--- config.mk ---
export PLATFORM = sky130hd
export DESIGN_NAME = ysyx_210544_id_fifo
export DESIGN_NICKNAME = d
export VERILOG_FILES = /design/src/rtl/ysyx_210544_id_fifo_pkg.sv /design/src/rtl/ysyx_210544_id_fifo_mem.sv /design/src/rtl/ysyx_210544_id_fifo.sv
export SDC_FILE = /design/constraint.sdc
export NUM_CORES = 1
export LEC_CHECK = 0
export ABC_CLOCK_PERIOD_IN_PS = 6700
export BUFFER_PORTS_ARGS = -buffer_cell sky130_fd_sc_hd__buf_2
export CAP_MARGIN = 20
export CORE_ASPECT_RATIO = 2
export CORE_MARGIN = 2
export CORE_UTILIZATION = 62
export DETAILED_ROUTE_END_ITERATION = 10
export PLACE_DENSITY_LB_ADDON = 0.15
export SYNTH_ARGS = -nofsm -noshare
export SYNTH_HDL_FRONTEND = slang
export SYNTH_SLANG_ARGS = --single-unit
--- constraint.sdc ---
create_clock -name clk -period 6.7 [get_ports clk]
set_clock_uncertainty 0.05 [all_clocks]
set_input_delay 0.335 -clock clk [delete_from_list [all_inputs] [get_ports clk]]
set_output_delay 0.335 -clock clk [all_outputs]
set_load 0.1 [all_outputs]
--- src/rtl/ysyx_210544_id_fifo_pkg.sv ---
// rtl/ysyx_210544_id_fifo_pkg.sv - shared widths and record layout for the fetch/decode buffer
package ysyx_210544_id_fifo_pkg;

    localparam int BUS_64 = 64;
    localparam int BUS_32 = 32;

    // Record field order, MSB first: {nocmt, inst, pc}
    typedef struct packed {
        logic              nocmt;
        logic [BUS_32-1:0] inst;
        logic [BUS_64-1:0] pc;
    } id_rec_t;

    function automatic int rec_width(input int pc_w, input int inst_w);
        return pc_w + inst_w + 1;
    endfunction

endpackage

--- src/rtl/ysyx_210544_id_fifo_mem.sv ---
// rtl/ysyx_210544_id_fifo_mem.sv - DEPTH x WIDTH register array, sync write, async read
module ysyx_210544_id_fifo_mem #(
    parameter int DEPTH = 4,
    parameter int WIDTH = 97,
    localparam int AW   = $clog2(DEPTH)
) (
    input  logic             clk,
    input  logic             we_i,
    input  logic [AW-1:0]    waddr_i,
    input  logic [WIDTH-1:0] wdata_i,
    input  logic [AW-1:0]    raddr_i,
    output logic [WIDTH-1:0] rdata_o
);

    logic [WIDTH-1:0] mem_q [DEPTH];

    always_ff @(posedge clk) begin
        if (we_i) begin
            mem_q[waddr_i] <= wdata_i;
        end
    end

    assign rdata_o = mem_q[raddr_i];

endmodule

--- src/rtl/ysyx_210544_id_fifo.sv ---
// rtl/ysyx_210544_id_fifo.sv - fetch-to-decode record FIFO with flush and occupancy count
module ysyx_210544_id_fifo
    import ysyx_210544_id_fifo_pkg::*;
#(
    parameter int PC_W    = BUS_64,
    parameter int INST_W  = BUS_32,
    parameter int DEPTH   = 4,
    localparam int CNT_W  = $clog2(DEPTH) + 1
) (
    input  logic              clk,
    input  logic              rst_n,
    input  logic              i_flush,
    input  logic              i_fetched_req,
    output logic              o_fetched_ack,
    input  logic [PC_W-1:0]   i_pc,
    input  logic [INST_W-1:0] i_inst,
    input  logic              i_nocmt,
    output logic              o_decoded_req,
    input  logic              i_decoded_ack,
    output logic [PC_W-1:0]   o_pc,
    output logic [INST_W-1:0] o_inst,
    output logic              o_nocmt,
    output logic [CNT_W-1:0]  o_count
);

    localparam int AW    = $clog2(DEPTH);
    localparam int REC_W = rec_width(PC_W, INST_W);

    logic [AW-1:0]    wr_ptr_q, wr_ptr_d;
    logic [AW-1:0]    rd_ptr_q, rd_ptr_d;
    logic [CNT_W-1:0] count_q, count_d;
    logic             full, empty, push, pop;
    logic [REC_W-1:0] wdata, rdata;

    // Full/empty come only from the registered count, so a pop never frees a slot in the same cycle
    assign full  = (count_q == CNT_W'(DEPTH));
    assign empty = (count_q == '0);
    assign push  = i_fetched_req & ~full;
    assign pop   = i_decoded_ack & ~empty;

    always_comb begin
        wr_ptr_d = wr_ptr_q;
        rd_ptr_d = rd_ptr_q;
        count_d  = count_q;
        if (i_flush) begin
            wr_ptr_d = '0;
            rd_ptr_d = '0;
            count_d  = '0;
        end else begin
            if (push) wr_ptr_d = wr_ptr_q + 1'b1;
            if (pop)  rd_ptr_d = rd_ptr_q + 1'b1;
            if (push && !pop)      count_d = count_q + 1'b1;
            else if (pop && !push) count_d = count_q - 1'b1;
        end
    end

    always_ff @(posedge clk or negedge rst_n) begin
        if (!rst_n) begin
            wr_ptr_q <= '0;
            rd_ptr_q <= '0;
            count_q  <= '0;
        end else begin
            wr_ptr_q <= wr_ptr_d;
            rd_ptr_q <= rd_ptr_d;
            count_q  <= count_d;
        end
    end

    assign wdata = {i_nocmt, i_inst, i_pc};

    ysyx_210544_id_fifo_mem #(
        .DEPTH (DEPTH),
        .WIDTH (REC_W)
    ) u_mem (
        .clk     (clk),
        .we_i    (push & ~i_flush),
        .waddr_i (wr_ptr_q),
        .wdata_i (wdata),
        .raddr_i (rd_ptr_q),
        .rdata_o (rdata)
    );

    // Empty gating hides uninitialised storage from the decoder
    assign o_fetched_ack = ~full;
    assign o_decoded_req = ~empty;
    assign o_pc          = empty ? '0 : rdata[PC_W-1:0];
    assign o_inst        = empty ? '0 : rdata[PC_W+INST_W-1:PC_W];
    assign o_nocmt       = empty ? 1'b0 : rdata[REC_W-1];
    assign o_count       = count_q;

endmodule

# [Word level (Yosys, flattened, before mapping)]
# Memory sizes are Yosys's and may differ from the RTL's.
# Cells that the tools add are included.
# W data, S select, Z words.
[totals] word_cells=35 latchBits=0 ram_bits=388 register_bits=7 out_inout_bits=102 memories=1 mem_bits_ro=0 in_bits=102
[classes] multipliers=0 add_sub_neg=4 n_mux=12 n_reduce_logical=8 eq_ne=1 n_div=0 magnitude_cmp=0 bitwise=6 shift=0
[memory_table] memory="u_mem.mem_q" depth=4 width=97 read_ports=1 rd_clocked_by_memory_dff=0 wr=1 line="ysyx_210544_id_fifo_mem.sv:15" text="logic [WIDTH-1:0] mem_q [DEPTH];"
[op_table] operator="$mux W64" n=1
[op_table] operator="$mux W32" n=1
[op_table] operator="$mux W3" n=3
[op_table] operator="$mux W2" n=4
[op_table] operator="$add A2 B1 Y2 const B" n=2
[op_table] operator="$reduce_bool A2 Y1" n=2
[op_table] operator="$add A3 B1 Y3 const B" n=1
[op_table] operator="$and A1 B1 Y1" n=3
[op_table] operator="$eq A3 B3 Y1 const B" n=1
[op_table] operator="$logic_not A3 Y1" n=1
[op_table] operator="$mux W1" n=3
[op_table] operator="$not A1 Y1" n=3
[op_table] operator="$reduce_bool A3 Y1" n=1
[op_table] operator="$sub A3 B1 Y3 const B" n=1
[op_table] operator="$logic_and A1 B1 Y1" n=2
[op_table] operator="$logic_not A1 Y1" n=2

# [Depth between registers and ports, before layout]
# Gate-level depths: netlist of run 1.
[logic_depth] ltp_word=8 ltp_mapped=8

# [By module]
# Synthesis of run 1 repeated with hierarchy kept, for this count alone.
[hier_totals] hier_cells=677 hier_area_um2=15264.6
[by_module_without_submodules] module="ysyx_210544_id_fifo_mem" seq_area_each_um2=11651.2 area_each_um2=14015.9 instances=1 cells_each=511
[by_module_without_submodules] module="ysyx_210544_id_fifo" seq_area_each_um2=175.2 area_each_um2=1248.7 instances=1 cells_each=166

# [Worst setup path after synthesis of run 1]
# No wires, ideal clock.
[synth_timing] kind="register to register" from="register count_q[0], in the netlist o_count[0]" to="memory u_mem.mem_q[0][0] (enable)" setup_ns=0.467 arrival_ns=3.806 setup_slack_ns=2.377 period_less_slack_ns=4.323 stages_incl_launch_ff=5 cell_sequence="dfrtp_1 > buf_2 > nor3b_1 > nor3_1 > and2_1"
[synth_via] elab_chain_len=6
[synth_rtl] item="from (decl)" line="ysyx_210544_id_fifo.sv:31" text="logic [CNT_W-1:0] count_q, count_d;"
[synth_rtl] item="from (signal assigned)" line="ysyx_210544_id_fifo.sv:65" text="count_q <= count_d;"
[synth_rtl] item="$eq A3 B3 Y1" line="ysyx_210544_id_fifo.sv:36" text="assign full = (count_q == CNT_W'(DEPTH));"
[synth_rtl] item="$not A1 Y1" line="ysyx_210544_id_fifo.sv:38" text="assign push = i_fetched_req & ~full;"
[synth_rtl] item="$and A1 B1 Y1" line="ysyx_210544_id_fifo.sv:38"
[synth_rtl] item="$and A1 B1 Y1" line="ysyx_210544_id_fifo.sv:76" text=".we_i (push & ~i_flush),"
[synth_rtl] item="$mux W1" line="ysyx_210544_id_fifo_mem.sv:18" text="if (we_i) begin"
[synth_rtl] item="$mux W1 (implied by the code)" line="ysyx_210544_id_fifo_mem.sv:19" text="mem_q[waddr_i] <= wdata_i;"
[synth_rtl] item="to (decl)" line="ysyx_210544_id_fifo_mem.sv:15"
# No other way between the ends.

# [Final worst setup path of run 1]
[layout_timing] from="register rd_ptr_q[0]" to="output o_pc[40]"
[layout_via] elab_chain_len=2
[layout_rtl] item="from (decl)" line="ysyx_210544_id_fifo.sv:30" text="logic [AW-1:0] rd_ptr_q, rd_ptr_d;"
[layout_rtl] item="from (signal assigned)" line="ysyx_210544_id_fifo.sv:64" text="rd_ptr_q <= rd_ptr_d;"
[layout_rtl] item="$mem_v2 Z4 W97"
[layout_rtl] item="$mux W64" line="ysyx_210544_id_fifo.sv:86" text="assign o_pc = empty ? '0 : rdata[PC_W-1:0];"
[layout_rtl] item="to (decl)" line="ysyx_210544_id_fifo.sv:20" text="output logic [PC_W-1:0] o_pc,"
# No other way between the ends.

==> results of run 1 <==
[cells in the final DEF, fill, tap and decap left out, drive strengths merged, types with 3 or more instances in the layout]
cell type | netlist | final
edfxtp | 388 | 388
buf | 18 | 211
and2 | 101 | 101
dlygate4sd3 | 0 | 99
mux4 | 97 | 97
clkbuf | 19 | 41
inv | 7 | 9
nor2 | 8 | 8
dfrtp | 7 | 7
clkinv | 0 | 7
diode | 0 | 5
bufinv | 0 | 5
ha | 4 | 4
o21ai | 3 | 3
[cells by family (layout without fill, tap and decap cells)]
| group | after synthesis | in the layout | synth area share |
|---|---|---|---|
| simple gates | 116 | 116 | 0.0463 |
| mux | 100 | 100 | 0.146 |
| fa+ha+maj | 5 | 5 | 0.00463 |
| compound gates | 14 | 14 | 0.00653 |
| other cells | 0 | 5 | 0 |
| buf+inv | 44 | 374 | 0.0140 |
| xor+xnor | 2 | 2 | 0.00116 |
| flops | 395 | 395 | 0.781 |
[stage by stage]
stage | std cells | setup WS [ns] | instance area, um2 | hold WS, ns | util
final | 1298 | 2.86 | 18400 | 0.0569 | 0.771
after global routing | 1297 | 2.58 | 18400 | 0.0452 | 0.771
after CTS | 1293 | 2.71 | 18400 | 0.0336 | 0.771
after detailed placement | 1137 | 3.34 | 16400 | 0.131 | 0.686
after global placement | 1137 | 3.35 | 16400 | 0.126 | 0.686
after floorplan | 676 | 2.38 | 15100 | -0.0106 | -
[cell type report]
type,instances,area (um2)
Antenna cell,5,12.5
Clock buffer,41,813
Clock inverter,16,216
Fill cell,1302,5480
Inverter,7,26.3
Multi-Input combinational cell,237,3120
Sequential cell,395,11800
Tap cell,287,359
Timing Repair Buffer,310,2070
[worst paths after layout]
| kind | start | end | slack [ns] | cells past startpoint |
|---|---|---|---|---|
| min reg2reg | wr_ptr_q[0]$_DFFE_PN0P_ | wr_ptr_q[0]$_DFFE_PN0P_ | 0.57 | 2 |
| max | rd_ptr_q[0]$_DFFE_PN0P_ | o_pc[40] | 2.86 | 4 |
| min | i_fetched_req | wr_ptr_q[1]$_DFFE_PN0P_ | 0.06 | 3 |
| max in group asynchronous | rst_n | rd_ptr_q[0]$_DFFE_PN0P_ | 6.30 | 2 |
| max reg2reg | o_count[2]$_DFFE_PN0P_ | u_mem.mem_q[3][76]$_DFFE_PP_ | 3.72 | 4 |
| min in group asynchronous | rst_n | o_count[2]$_DFFE_PN0P_ | 0.11 | 2 |
[cell usage after synthesis]
library cell	n	area, um2
mux4_2	97	2180
clkbuf_2	2	10.0
mux2_2	2	22.5
o31ai_1	2	15.0
nand2_1	1	3.75
clkbuf_1	17	63.8
dfrtp_1	7	175
o21a_1	2	15.0
a31o_2	1	8.76
o311a_1	1	10.0
o311ai_0	1	8.76
a21oi_1	2	10.0
nor3b_1	1	7.51
and3_1	1	6.26
buf_6	2	22.5
nand3_1	2	10.0
and2_1	101	632
xor2_1	2	17.5
nor2_1	8	30.0
nand3b_1	1	7.51
edfxtp_1	388	11700
fa_1	1	20.0
inv_1	7	26.3
a211oi_1	1	7.51
buf_8	1	15.0
mux2i_1	1	10.0
a221oi_1	1	8.76
o21ai_0	3	15.0
buf_2	15	75.1
nor3_1	1	5.00
ha_1	4	50.1
[timing repair]
item,in CTS,in global routing
hold buffers,99,0
hold endpoints to repair,398,0
resized for setup,0,0
[metal layers]
layer	wire, um	GRT usage
met5	0	0
met4	673	0.0814
met2	16500	0.429
met1	11100	0.287
met3	1440	0.0387
[worst max-delay path, delay by kind of cell (launching register included)]
kind / cells / cell delay, ns
muxes: 1 / 0.60
and+or+nand+nor: 1 / 0.19
DFF: 1 / 0.96
buffers and inverters: 2 / 1.11
[registers in the layout (all words and copies together), names as in the netlist]
name         cells
wr_ptr_q         2
u_mem.mem_q    388
rd_ptr_q         2
o_count          3
==> reports/metrics.csv, run 1 <==
metric;value;unit
DRC;0;
Worst path slowest cell;dfrtp_4;
Worst setup EP type;primary output;
std cell rows;80;
Die Area;25800;um2
Top-Level Pins;204;
Worst Max-Slew Pin Slew;1.10;ns
Synth-to-Final Area Change;21.8;%
area of the core;23900;um2
sequential-to-total area share from yosys stat;0.781;
max frequency;260;MHz
DR WL/cell;22.9;um
port buffer count;203;
mapped cell area;15100;um2
startpoint type of the worst setup path;flop;
CP Max Fanout;43;
Die Y;225;um
insertion delay to the later sink of the worst-skew pair;0.56;ns
Worst-path clk slew;0.07;ns
type of the worst setup path;flop to primary output;
vias per cell;5.82;
share of cells above drive strength 1;0.360;
Slew headroom;0.265;
Initial Util;0.633;
CP cell instances;buf_4 > mux4_2 > and2_1 > buf_2;
Ys Warns;0;
Mapped Cells;676;
Die Span X;115;um
global-route wire length before repair;46000;um
slowest stage delay, CP;0.96;ns
global route overflow;0;
placed wire-length estimate;17600;um
post-route antenna net violation count;0;
vias;7552;
Num CTS Buffers;31;
final wirelength;29700;um
gpl congestion;0.753;
CTS tree;yes;
TritonRoute pass-1 iters;4;
DRT iter0 DRCs;451;
H-tree levels;1;
vias in the first global route;8482;
crit path DAT;3.46;ns
Unique masters post-synth;31;
# nets final;1089;
max cap viols;0;
largest net degree at the start of global routing;75;
initial antenna violation count;4;
Global Route Usage Sum;0.237;
Final period util;0.573;
max-slew violation count;0;
Clock Path Buffers;3;
setup bufs post-CTS;0;
Worst EP required;6.31;ns
post-route setup TNS;0;ns
status;finished, final reports clean;
Final setup violation count;0;
Mapped Avg Cell Area;22.4;um2
Final Hold Fails;0;
syn_nets;783;
clk sinks;395;
clk root buf;clkbuf_16;
synthesized flop and latch total;395;
RSZ-0062 raised after global routing;false;
class of the worst hold path;primary input to flop;
crit path time final;3.84;ns
Power of run 1 is not shown: default switching activity piles up to over one toggle a cycle in this logic, so the estimate is an artifact.
==> run 2, diff against run 1 <==
--- a/config.mk
+++ b/config.mk
@@ -5,12 +5,12 @@
 export SDC_FILE = /design/constraint.sdc
 export NUM_CORES = 1
 export LEC_CHECK = 0
-export ABC_CLOCK_PERIOD_IN_PS = 6700
+export ABC_CLOCK_PERIOD_IN_PS = 3550
 export BUFFER_PORTS_ARGS = -buffer_cell sky130_fd_sc_hd__buf_2
 export CAP_MARGIN = 20
 export CORE_ASPECT_RATIO = 2
 export CORE_MARGIN = 2
-export CORE_UTILIZATION = 62
+export CORE_UTILIZATION = 57
 export DETAILED_ROUTE_END_ITERATION = 10
 export PLACE_DENSITY_LB_ADDON = 0.15
 export SYNTH_ARGS = -nofsm -noshare
==> constraint.sdc (replaced) <==
create_clock -name clk -period 3.55 [get_ports clk]
set_clock_uncertainty 0.05 [all_clocks]
set_input_delay 0.1775 -clock clk [delete_from_list [all_inputs] [get_ports clk]]
set_output_delay 0.1775 -clock clk [all_outputs]
set_load 0.1 [all_outputs]
==> reports/metrics.csv, run 2 (synthesized netlist as in run 1, its figures left out) <==
metric;value;unit;change
status;finished, final reports clean;;
final wirelength;31100;um;+4.4%
Initial Util;0.579;;-0.0544
clk root buf;clkbuf_16;;
port buffer count;203;;unchanged
Final Hold Fails;0;;unchanged
DRC;0;;unchanged
# nets final;1103;;+1.3%
Worst setup EP type;primary output;;
crit path DAT;2.78;ns;-0.68 ns
CTS tree;yes;;
H-tree levels;2;;+1
Hold EP;u_mem.mem_q[2][3]$_DFFE_PP_;;
CTS Hold Buffers Added;103;;+4.0%
crit path time final;3.01;ns;
footprint of the multi-input gates;3120;um2;unchanged
largest net degree at the start of global routing;53;;-29%
Die Span X;119;um;+4.1%
max-slew violation count;0;;unchanged
Worst EP required;3.32;ns;-2.99 ns
Slew headroom;0.578;;+0.313
vias in the first global route;8645;;+1.9%
vias per cell;5.65;;-2.9%
RSZ-0062 raised after global routing;false;;
CP Max Fanout;42;;-2.3%
number of cells on the worst hold path;2;;-1
Num CTS Buffers;35;;+13%
vias;7706;;+2.0%
global route overflow;0;;unchanged
setup bufs post-CTS;0;;unchanged
Worst Max-Slew Pin Slew;0.632;ns;-0.470 ns
Final setup violation count;0;;unchanged
max frequency;332;MHz;
std cell rows;84;;+5.0%
largest register by flop count;u_mem.mem_q;;
Worst-path clk slew;0.06;ns;about the same
r2r endpoint;o_count[2]$_DFFE_PN0P_;;
Die Y;235;um;+4.2%
Reg-to-Reg Start;o_count[1]$_DFFE_PN0P_;;
Die Area;28000;um2;+8.5%
post-route setup TNS;0;ns;unchanged
Largest register FFs;388;;unchanged
Clock Path Buffers;3;;unchanged
Synth-to-Final Area Change;24.0;%;
gpl congestion;0.733;;-2.6%
class of the worst hold path;primary input to flop;;
area of the core;26200;um2;+9.4%
max cap viols;0;;unchanged
most common cell after layout, fill and taps aside;edfxtp_1;;
cts repair resizes;0;;unchanged
Global Route Usage Sum;0.229;;-0.00760
insertion delay to the later sink of the worst-skew pair;0.52;ns;-0.04 ns
reg-to-reg slack, setup;1.06;ns;-2.66 ns
startpoint type of the worst setup path;flop;;
worst reg-to-reg path cell count;6;;+2
placed wire-length estimate;18800;um;+6.8%
share of cells above drive strength 1;0.365;;+0.00522
post-route antenna net violation count;0;;unchanged
commonest non-fill, non-tap cells in the layout;edfxtp_1 (388), buf_2 (203), dlygate4sd3_1 (103);;
FILL cells;1580;;+21%
Top-Level Pins;204;;unchanged
initial antenna violation count;1;;-3
global-route wire length before repair;47800;um;+3.9%
type of the worst setup path;flop to primary output;;
Final period util;0.848;;
DR WL/cell;22.8;um;-0.61%
DRT iter0 DRCs;536;;+19%
TritonRoute pass-1 iters;5;;+1
clk sinks;395;;unchanged
register area;11800;um2;unchanged
hold path startpoint;i_pc[3];;
==> run 2: changes by cell type in the layout (fill, tap and decap cells not counted), sizes merged <==
cell,delta
clkinvlp,-2
clkbuf,+10
buf,+6
inv,-2
bufinv,-4
dlygate4sd3,+4
clkinv,+1
diode,-4
==> run 2: worst max-delay path: stages (launching register included) <==
cell and delay (ns):
dfrtp_4 0.77, buf_12 0.38, mux4_2 0.59, and2_1 0.18
buf_2 0.29
==> run 2: through the flow <==
step                       util  instances  setup slack (ns)  cell area, um2  hold WS (ns)
after floorplan               -        676            0.0153           15100        -0.168
after global placement    0.636       1200              1.04           16600       -0.0317
after detailed placement  0.636       1200              1.02           16600       -0.0290
after CTS                 0.718       1363             0.444           18800         0.324
after global routing      0.718       1364             0.380           18800         0.351
final                     0.718       1364             0.540           18800         0.352
==> run 2: cell type report <==
| cell class | instances | area share |
|---|---|---|
| flip-flops and latches | 395 | 0.630 |
| multi-input cells | 237 | 0.166 |
| clock buffers | 51 | 0.0554 |
| repair buffers | 320 | 0.121 |
| clock inverters | 9 | 0.00360 |
| diodes | 1 | 0.000133 |
| well taps | 344 | 0.0229 |
| inverters | 7 | 0.00140 |
==> run 2: routing by layer <==
| metal | vias up | routed length [um] | GRT usage |
|---|---|---|---|
| met5 | - | 0 | 0 |
| met4 | 0 | 713 | 0.0729 |
| met3 | 52 | 1450 | 0.0392 |
| met2 | 244 | 17900 | 0.438 |
| met1 | 4030 | 11000 | 0.260 |
| li1 | 3380 | - | - |
==> run 2: how the worst max path moves through the flow <==
stage | from | end | slack (ns)
after CTS | rd_ptr_q[0]$_DFFE_PN0P_ | o_inst[4] | 0.44
after floorplan | o_count[0]$_DFFE_PN0P_ | o_inst[10] | 0.02
final | rd_ptr_q[0]$_DFFE_PN0P_ | o_inst[4] | 0.54
after detailed placement | rd_ptr_q[0]$_DFFE_PN0P_ | o_inst[4] | 1.02
after global routing | rd_ptr_q[0]$_DFFE_PN0P_ | o_inst[4] | 0.38
after global placement | rd_ptr_q[0]$_DFFE_PN0P_ | o_inst[4] | 1.04
Power of run 2 is left out for the same reason.
==> run 3, diff against run 2 <==
--- a/config.mk
+++ b/config.mk
@@ -5,7 +5,7 @@
 export SDC_FILE = /design/constraint.sdc
 export NUM_CORES = 1
 export LEC_CHECK = 0
-export ABC_CLOCK_PERIOD_IN_PS = 3550
+export ABC_CLOCK_PERIOD_IN_PS = 3100
 export BUFFER_PORTS_ARGS = -buffer_cell sky130_fd_sc_hd__buf_2
 export CAP_MARGIN = 20
 export CORE_ASPECT_RATIO = 2
==> constraint.sdc (replaced) <==
create_clock -name clk -period 3.1 [get_ports clk]
set_clock_uncertainty 0.05 [all_clocks]
set_input_delay 0.155 -clock clk [delete_from_list [all_inputs] [get_ports clk]]
set_output_delay 0.155 -clock clk [all_outputs]
set_load 0.1 [all_outputs]
==> reports/metrics.csv, run 3 (synthesized netlist as in run 1, its figures left out) <==
metric;value;unit;change
status;finished, final reports clean;;
Clock Path Buffers;3;;unchanged
vias per cell;5.59;;-1.1%
insertion delay to the later sink of the worst-skew pair;0.52;ns;about the same
largest net degree at the start of global routing;75;;+42%
clk sinks;395;;unchanged
Top-Level Pins;204;;unchanged
commonest non-fill, non-tap cells in the layout;edfxtp_1 (388), buf_2 (203), dlygate4sd3_1 (103);;
Largest register FFs;388;;unchanged
placed wire-length estimate;18900;um;+0.49%
Worst Max-Slew Pin Slew;0.605;ns;-0.0275 ns
Die Span X;119;um;unchanged
CTS tree;yes;;
DR WL/cell;21.8;um;-4.3%
final non-filler cell area;19000;um2;+1.0%
port buffer count;203;;unchanged
class of the worst hold path;primary input to flop;;
share of cells above drive strength 1;0.371;;+0.00628
type of the worst setup path;flop to primary output;;
RSZ-0062 raised after global routing;false;;
largest register by flop count;u_mem.mem_q;;
clk root buf;clkbuf_16;;
final wirelength;29900;um;-3.7%
most common cell after layout, fill and taps aside;edfxtp_1;;
Worst setup EP type;primary output;;
global-route wire length before repair;46200;um;-3.3%
global route overflow;0;;unchanged
CP Max Fanout;74;;+76%
DRT iter0 DRCs;606;;+13%
DRC;0;;unchanged
vias;7671;;-0.45%
Num CTS Buffers;34;;-2.9%
max cap viols;0;;unchanged
Synth-to-Final Area Change;25.3;%;
gpl congestion;0.768;;+4.8%
post-route antenna net violation count;0;;unchanged
Worst-path clk slew;0.07;ns;about the same
placed inst area;16800;um2;+0.74%
crit path DAT;2.66;ns;-0.12 ns
# nets final;1110;;+0.63%
area of the core;26200;um2;unchanged
max-slew violation count;0;;unchanged
Die Y;235;um;unchanged
Die Area;28000;um2;unchanged
Global Route Usage Sum;0.220;;-0.00965
TritonRoute pass-1 iters;7;;+2
max frequency;349;MHz;
Final Hold Fails;0;;unchanged
startpoint type of the worst setup path;flop;;
Final setup violation count;0;;unchanged
std cell rows;84;;unchanged
Final period util;0.924;;
Worst EP required;2.89;ns;-0.43 ns
vias in the first global route;8581;;-0.74%
crit path time final;2.87;ns;
Slew headroom;0.597;;+0.0184
initial antenna violation count;2;;+1
H-tree levels;2;;unchanged
Initial Util;0.579;;unchanged
## run 3: final timing paths
path                                                 to  slack, ns                   start  cells after the start
max                                           o_inst[9]       0.23  o_count[0]$_DFFE_PN0P_                      5
min                        u_mem.mem_q[2][14]$_DFFE_PP_       0.33                i_pc[14]                      2
max reg2reg                      o_count[2]$_DFFE_PN0P_       0.70  o_count[0]$_DFFE_PN0P_                      6
min reg2reg                      o_count[2]$_DFFE_PN0P_       0.51  o_count[2]$_DFFE_PN0P_                      1
max in group asynchronous       rd_ptr_q[0]$_DFFE_PN0P_       2.13                   rst_n                      3
min in group asynchronous        o_count[1]$_DFFE_PN0P_       0.56                   rst_n                      3
## run 3: what timing repair did
action / CTS / global route
resized for setup: 0 / 0
setup buffers: 0 / 0
hold buffers: 103 / 0
hold endpoints to repair: 400 / 0
## run 3: layout make-up
| class | instances | area (um2) |
|---|---|---|
| Clock inverter | 14 | 219 |
| Inverter | 7 | 26.3 |
| Multi-Input combinational cell | 237 | 3120 |
| Sequential cell | 395 | 11800 |
| Tap cell | 344 | 430 |
| Antenna cell | 3 | 7.51 |
| Clock buffer | 45 | 956 |
| Fill cell | 1572 | 7190 |
| Timing Repair Buffer | 328 | 2390 |
## run 3: metrics by stage
| step | hold WS, ns | utilization | TNS (ns) | instances | setup WS [ns] |
|---|---|---|---|---|---|
| after floorplan | -0.191 | - | -59.78 | 676 | -0.154 |
| after CTS | 0.310 | 0.725 | 0 | 1370 | 0.212 |
| after global routing | 0.322 | 0.725 | 0 | 1372 | 0.0756 |
| final | 0.334 | 0.725 | 0 | 1373 | 0.235 |
| after global placement | -0.0477 | 0.641 | 0 | 1208 | 0.808 |
| after detailed placement | -0.0441 | 0.641 | 0 | 1208 | 0.770 |
## run 3: routing by layer
layer | part of all wire | GRT usage | vias up
met2 | 0.57 | 0.411 | 262
met1 | 0.35 | 0.246 | 3943
met5 | 0 | 0 | -
li1 | - | - | 3394
met4 | 0.036 | 0.0941 | 0
met3 | 0.049 | 0.0368 | 72
## run 3: critical path, stage by stage, from the launching register on
cell	delay [ns]
dfrtp_1	0.51
nor2_1	0.14
nand2_2	0.41
buf_12	0.34
and2_1	0.24
buf_2	0.45
Power of run 3 is left out for the same reason.
